===== src/rtl/mvmul_pkg.sv =====
// Shared types and defaults for the matrix-vector multiply controller.
// Holds the FSM state encoding, bus widths and default geometry.
package mvmul_pkg;

  localparam int unsigned ADDR_W = 32;
  localparam int unsigned DATA_W = 32;

  localparam int unsigned N_DEF      = 3;
  localparam int unsigned A_BASE_DEF = 0;
  localparam int unsigned X_BASE_DEF = 9;
  localparam int unsigned Y_BASE_DEF = 12;

  typedef enum logic [2:0] {
    LDX,
    ROW,
    DRAIN,
    WR,
    FLUSH,
    DONE
  } state_t;

  // Number of two-lane read cycles needed to cover n elements.
  function automatic int unsigned pair_count(input int unsigned n);
    return (n + 1) / 2;
  endfunction

endpackage


===== src/rtl/mvmul_dot_acc.sv =====
// Two-lane multiply-accumulate: adds a0*x0 (+ a1*x1 when lane 1 is live)
// into a wrapping DATA_W-bit accumulator, with a synchronous clear.
module mvmul_dot_acc
  import mvmul_pkg::*;
(
  input  logic              clk,
  input  logic              rst,
  input  logic              en,
  input  logic              lane1_en,
  input  logic              clr,
  input  logic [DATA_W-1:0] a0,
  input  logic [DATA_W-1:0] x0,
  input  logic [DATA_W-1:0] a1,
  input  logic [DATA_W-1:0] x1,
  output logic [DATA_W-1:0] acc
);

  logic [DATA_W-1:0] prod0;
  logic [DATA_W-1:0] prod1;

  // Products and sum are kept at DATA_W bits so every step wraps modulo 2^DATA_W.
  assign prod0 = a0 * x0;
  assign prod1 = lane1_en ? a1 * x1 : '0;

  // NOTE: state registers use non-blocking assignments so every flop samples
  // pre-edge values regardless of statement order.
  always_ff @(posedge clk or posedge rst) begin
    if (rst)      acc <= '0;
    else if (clr) acc <= '0;
    else if (en)  acc <= acc + prod0 + prod1;
  end

endmodule


===== src/rtl/mat_vec_mul_ctrl.sv =====
// Computes y = A * x from a dual-read, single-write memory and writes y back.
// Vector x is cached first, then each row is streamed two columns per cycle.
module mat_vec_mul_ctrl
  import mvmul_pkg::*;
#(
  parameter int unsigned N      = N_DEF,
  parameter int unsigned A_BASE = A_BASE_DEF,
  parameter int unsigned X_BASE = X_BASE_DEF,
  parameter int unsigned Y_BASE = Y_BASE_DEF
) (
  input  logic              clk,
  input  logic              rst,
  output logic [ADDR_W-1:0] raddr_0,
  output logic              ren_0,
  input  logic [DATA_W-1:0] rdata_0,
  output logic [ADDR_W-1:0] raddr_1,
  output logic              ren_1,
  input  logic [DATA_W-1:0] rdata_1,
  output logic [ADDR_W-1:0] waddr_0,
  output logic [DATA_W-1:0] wdata_0,
  output logic              wen_0,
  output logic              valid
);

  localparam int unsigned NP    = pair_count(N);
  localparam int unsigned KW    = (NP > 1) ? $clog2(NP) : 1;
  localparam int unsigned IW    = $clog2(N + 1);
  localparam bit          ODD_N = (N % 2) == 1;

  state_t            state, state_d;
  logic              armed;
  logic [KW-1:0]     k, k_d;
  logic [IW-1:0]     i, i_d;
  logic              flush_cnt, flush_cnt_d;
  logic              last_k;
  logic              lane1;
  logic              acc_clr;
  logic [DATA_W-1:0] acc;

  // Read-return pipeline: what the data arriving this cycle belongs to.
  logic              ld_v;
  logic              mac_v;
  logic              lane1_q;
  logic [KW-1:0]     k_q;

  // Cached vector split by lane; an odd tail leaves xv1[NP-1] at zero.
  logic [DATA_W-1:0] xv0 [NP];
  logic [DATA_W-1:0] xv1 [NP];

  assign last_k = (k == KW'(NP - 1));
  assign lane1  = !(ODD_N && last_k);

  // NOTE: every output and next-state value gets a default before the case,
  // so no path through this block can infer a latch.
  always_comb begin
    state_d     = state;
    k_d         = k;
    i_d         = i;
    flush_cnt_d = flush_cnt;
    raddr_0     = '0;
    raddr_1     = '0;
    ren_0       = 1'b0;
    ren_1       = 1'b0;
    waddr_0     = '0;
    wdata_0     = '0;
    wen_0       = 1'b0;
    valid       = 1'b0;
    acc_clr     = 1'b0;

    // The first cycle after reset release only arms the controller, which
    // keeps every output at zero for as long as rst is held.
    if (armed) begin
      unique case (state)
        LDX: begin
          ren_0   = 1'b1;
          ren_1   = lane1;
          raddr_0 = ADDR_W'(X_BASE + 2 * 32'(k));
          raddr_1 = ADDR_W'(X_BASE + 2 * 32'(k) + 1);
          if (last_k) begin
            k_d     = '0;
            state_d = ROW;
          end else begin
            k_d = k + 1'b1;
          end
        end
        ROW: begin
          ren_0   = 1'b1;
          ren_1   = lane1;
          raddr_0 = ADDR_W'(A_BASE + 32'(i) * N + 2 * 32'(k));
          raddr_1 = ADDR_W'(A_BASE + 32'(i) * N + 2 * 32'(k) + 1);
          if (last_k) begin
            k_d     = '0;
            state_d = DRAIN;
          end else begin
            k_d = k + 1'b1;
          end
        end
        DRAIN: state_d = WR;
        WR: begin
          wen_0       = 1'b1;
          waddr_0     = ADDR_W'(Y_BASE + 32'(i));
          wdata_0     = acc;
          acc_clr     = 1'b1;
          i_d         = i + 1'b1;
          flush_cnt_d = 1'b0;
          state_d     = (32'(i) + 1 < N) ? ROW : FLUSH;
        end
        FLUSH: begin
          flush_cnt_d = 1'b1;
          if (flush_cnt) state_d = DONE;
        end
        DONE:    valid = 1'b1;
        default: state_d = LDX;
      endcase
    end
  end

  always_ff @(posedge clk or posedge rst) begin
    if (rst) begin
      state     <= LDX;
      armed     <= 1'b0;
      k         <= '0;
      i         <= '0;
      flush_cnt <= 1'b0;
      ld_v      <= 1'b0;
      mac_v     <= 1'b0;
      lane1_q   <= 1'b0;
      k_q       <= '0;
    end else begin
      state     <= state_d;
      armed     <= 1'b1;
      k         <= k_d;
      i         <= i_d;
      flush_cnt <= flush_cnt_d;
      ld_v      <= armed && (state == LDX);
      mac_v     <= armed && (state == ROW);
      lane1_q   <= lane1;
      k_q       <= k;
    end
  end

  // NOTE: the vector cache is only a few flops and must read as zero after
  // reset, so it carries a reset like any other register.
  always_ff @(posedge clk or posedge rst) begin
    if (rst) begin
      for (int e = 0; e < NP; e++) begin
        xv0[e] <= '0;
        xv1[e] <= '0;
      end
    end else if (ld_v) begin
      xv0[k_q] <= rdata_0;
      if (lane1_q) xv1[k_q] <= rdata_1;
    end
  end

  mvmul_dot_acc u_dot_acc (
    .clk      (clk),
    .rst      (rst),
    .en       (mac_v),
    .lane1_en (lane1_q),
    .clr      (acc_clr),
    .a0       (rdata_0),
    .x0       (xv0[k_q]),
    .a1       (rdata_1),
    .x1       (xv1[k_q]),
    .acc      (acc)
  );

endmodule


===== config.mk =====
export PLATFORM = sky130hd
export DESIGN_NAME = mat_vec_mul_ctrl
export DESIGN_NICKNAME = d
export VERILOG_FILES = /design/src/rtl/mvmul_pkg.sv /design/src/rtl/mvmul_dot_acc.sv /design/src/rtl/mat_vec_mul_ctrl.sv
export SDC_FILE = /design/constraint.sdc
export NUM_CORES = 2
export LEC_CHECK = 0
export CAP_MARGIN = 40
export CELL_PAD_IN_SITES_DETAIL_PLACEMENT = 0
export CELL_PAD_IN_SITES_GLOBAL_PLACEMENT = 1
export CORE_MARGIN = 2
export CORE_UTILIZATION = 45
export CTS_CLUSTER_SIZE = 12
export DETAILED_ROUTE_END_ITERATION = 12
export HOLD_SLACK_MARGIN = 0.1
export PLACE_DENSITY_LB_ADDON = 0.1
export REMOVE_ABC_BUFFERS = 1
export SLEW_MARGIN = 15
export SYNTH_ARGS = -nofsm -noshare
export SYNTH_HDL_FRONTEND = slang
export SYNTH_HIERARCHICAL = 1
export SYNTH_SLANG_ARGS = --single-unit

===== constraint.sdc =====
create_clock -name clk -period 10.6 [get_ports clk]
set_input_delay 1.59 -clock clk [delete_from_list [all_inputs] [get_ports clk]]
set_output_delay 1.59 -clock clk [all_outputs]
set_load 0.01 [all_outputs]

==> impl_metrics.py <==
metrics = {
    "synth": {
        "synthCells": 4400,
        "ys.flop_type": "dfrtp_1",
        "synth-edff-count": 0,
        "synth-async-reset-ratio_pct": 100.0,
        "synth.area.top_cells": "fa_1 (42%), dfrtp_1 (10%), inv_1 (8.7%)",
        "ys_ff_latch": 172,
        "syn_area_per_cell_um2": 9.400,
        "syn_area_mm2": 0.04136,
        "ys_seq_area_share_pct": 10.41,
        "synthDistinctLibCells": 77,
        "yosys.area.top_type": "fa_1",
        "synth_warnings": 6,
        "synth.top_cell.area_share_pct": 42.40,
    },
    "floorplanning": {
        "die_w_um": 307.2,
        "initial_core_util_pct": 45.26,
        "io_pins": 198,
        "die_h_um": 307.2,
        "core_mm2": 0.09139,
        "rows": 111,
        "die_area_mm2": 0.09435,
    },
    "timing": {
        "relSlewSlack_pct": 40.68,
        "whs_ns": 0.4922,
        "fmax_ghz": 0.09320,
        "rsz0062_at_grt": "yes",
        "fin_crit_sh_pct": 101.2,
        "clock_skew_ns": 0.02740,
        "setup_viol": 2,
        "tightest_slew_ns": 0.8898,
        "maxSlewViolCount": 0,
        "timing_hold_violations_final": 0,
        "layout_setup_ws_ns": -0.1299,
        "min_period_ns": 10.73,
    },
    "critical_path": {
        "crit_required_ns": 10.96,
        "worstSetupStartpoint": "rdata_1[9]",
        "crit_arrival_ns": 11.09,
        "critPathMaxFanout": 6,
        "worst_setup_path_end_kind": "register",
        "r2r_start": "k_q",
        "start_kind": "input pin",
        "crit_type": "in -> reg",
        "critical_path.most_common_cell": "fa_1",
        "reg2reg_setup_slack_ns": 0.06,
        "cpPeakStageDelay_ns": 0.56,
        "slowest_stage": "fa_1",
        "r2r-end": "u_dot_acc/acc[31]",
        "r2r_cells": 42,
    },
    "global_route": {
        "grt_pass1_wl_mm": 186.5,
        "antenna_found_initial": 3,
        "grt_use_total_pct": 25.86,
        "gr-total-overflow": 0,
        "grt_max_degree": 75,
        "grt_pass1_vias": 31850,
    },
    "drt": {
        "viasPerCell": 4.945,
        "dr.pass1.iters": 5,
        "postRouteAntennaNets": 0,
        "vias": 29060,
        "routed_wl_mm": 116.5,
        "wl_per_cell_um": 19.82,
        "drtIter0Drc": 1372,
        "drc": 0,
    },
    "hold_path": {
        "whs_endpoint": "xv1[54]",
        "hold_class": "reg -> reg",
        "min_from": "xv1[54]",
        "worstHoldPathCells": 1,
    },
    "clocking": {
        "numCtsBuffers": 17,
        "path_clk_slew_ns": 0.07,
        "cts_tree": "done",
        "ctsHoldBuffers": 0,
        "clk_latency_ns": 0.49,
        "clockBufferDepth": 2,
        "cts_root_buf": "clkbuf_16",
        "clkSinkCount": 172,
        "htree_num_levels": 4,
    },
    "placement": {
        "portBuffers": 114,
        "place_congestion": 0.8456,
        "dp_hpwl_mm": 96.02,
    },
    "cells_and_area": {
        "fin_nets": 5878,
        "layout-drive-gt1-share_pct": 17.45,
        "area_growth_syn_to_layout_pct": 14.36,
    },
    "run_status": {
        "outcome": "finished with violations",
        "failed_checks": "setup timing",
    },
    "run": {
        "max-cap-violations": 0,
    },
}
registers in the layout (all words and copies together), names as in the netlist:
register and flops:
armed 1, flush_cnt 1, i 2, k 1
k_q 1, lane1_q 1, ld_v 1, mac_v 1
state 3, u_dot_acc/acc 32, xv0 64, xv1 64
worst max path at each step:
stage                             end
detailed placement  u_dot_acc/acc[31]
CTS                 u_dot_acc/acc[31]
finish              u_dot_acc/acc[31]
global route        u_dot_acc/acc[31]
floorplan           u_dot_acc/acc[31]
global placement    u_dot_acc/acc[31]
metal layers:
metal / vias up / track usage (%) / wire length (um)
li1: 13270 / - / -
met1: 15250 / 37.51 / 55540
met2: 483 / 43.20 / 55880
met3: 52 / 2.688 / 4199
met4: 0 / 3.097 / 843
met5: - / 0 / 0
placed cells by master, fill, tap and decap left out, types with 7 or more instances in the layout:
master and count:
o21ai_2 7, buf_12 14, nand2b_1 8, dfrtp_1 170
ha_4 25, mux2i_1 24, o21ai_1 9, conb_1 84
clkdlybuf4s50_1 92, buf_6 29, inv_2 25, a21oi_2 16
a21o_1 25, o21a_1 10, nand3_1 14, buf_2 10
nand2_1 723, buf_4 319, fa_1 841, xor2_1 39
clkbuf_16 17, inv_1 928, mux2_2 191, a21oi_1 27
nand2_2 8, nor2_1 48, ha_1 232, and2_1 382
o21ai_0 17, fa_2 35, xnor2_1 121, and2_4 26
metrics by stage:
step | setup TNS (ns) | instance area [um2] | setup WS [ns] | cells | utilization [%]
floorplan | -4.460 | 40110 | -0.7836 | 4175 | -
global placement | -12.19 | 45230 | -1.274 | 5790 | 49.49
detailed placement | -13.11 | 45360 | -1.401 | 5797 | 49.63
CTS | -0.5584 | 46880 | -0.2564 | 5866 | 51.30
global route | -1.681 | 47300 | -0.5473 | 5875 | 51.76
finish | -0.2414 | 47300 | -0.1299 | 5876 | 51.76
what timing repair did:
item,CTS,global route
pin swaps,144,107
gates cloned,2,0
setup buffers,36,10
setup endpoints to repair,15,16
resized for setup,223,88
worst max-delay path, delay by kind of cell:
family                     cells  cell delay [ns]
adders and majority gates     13             5.89
AOI/OAI and AO/OA              9             1.34
xor gates and xnor gates       1             0.07
and+or+nand+nor                7             0.95
buffers and inverters         14             1.25
final cells by class:
cell class                      instances  area (um2)
Inverter                              955        3590
Sequential cell                       172        4309
Antenna cell                            1       2.502
Tap cell                             1186        1484
Clock inverter                         14       130.1
Timing Repair Buffer                  482        4210
Fill cell                            8647       44090
Clock buffer                           18       439.2
Multi-Input combinational cell       3048       33130
cells by family after synthesis:
| family | after synthesis | synth area share (%) |
|---|---|---|
| compound gates | 175 | 2.989 |
| xor+xnor | 168 | 3.609 |
| fa+ha+maj | 1136 | 50.27 |
| buf+inv | 1262 | 12.42 |
| flops | 172 | 10.41 |
| mux | 217 | 5.836 |
| other cells | 2 | 0.01816 |
| simple gates | 1268 | 14.45 |
synthesized netlist by cell type, types with 4 or more instances:
| library cell | count |
|---|---|
| or3_1 | 6 |
| o22ai_1 | 4 |
| and2_1 | 408 |
| inv_1 | 955 |
| nor2b_1 | 7 |
| fa_1 | 876 |
| nand3_1 | 19 |
| nor3b_1 | 6 |
| a21o_1 | 25 |
| nand2_1 | 730 |
| a21oi_1 | 46 |
| buf_4 | 90 |
| a211oi_1 | 6 |
| o21a_1 | 10 |
| a31oi_1 | 4 |
| buf_2 | 29 |
| nor3_1 | 7 |
| nand2b_1 | 8 |
| xor2_1 | 40 |
| clkbuf_1 | 175 |
| ha_1 | 260 |
| o21ai_1 | 10 |
| mux2i_1 | 24 |
| dfrtp_1 | 172 |
| o21ai_0 | 23 |
| nor2_1 | 53 |
| mux2_2 | 192 |
| buf_1 | 8 |
| o21bai_1 | 5 |
| xnor2_1 | 126 |
| and3_1 | 6 |
Power is left out: the tool's default activity adds up to more than one toggle a clock period on the data nets, which glitch-free logic cannot reach.
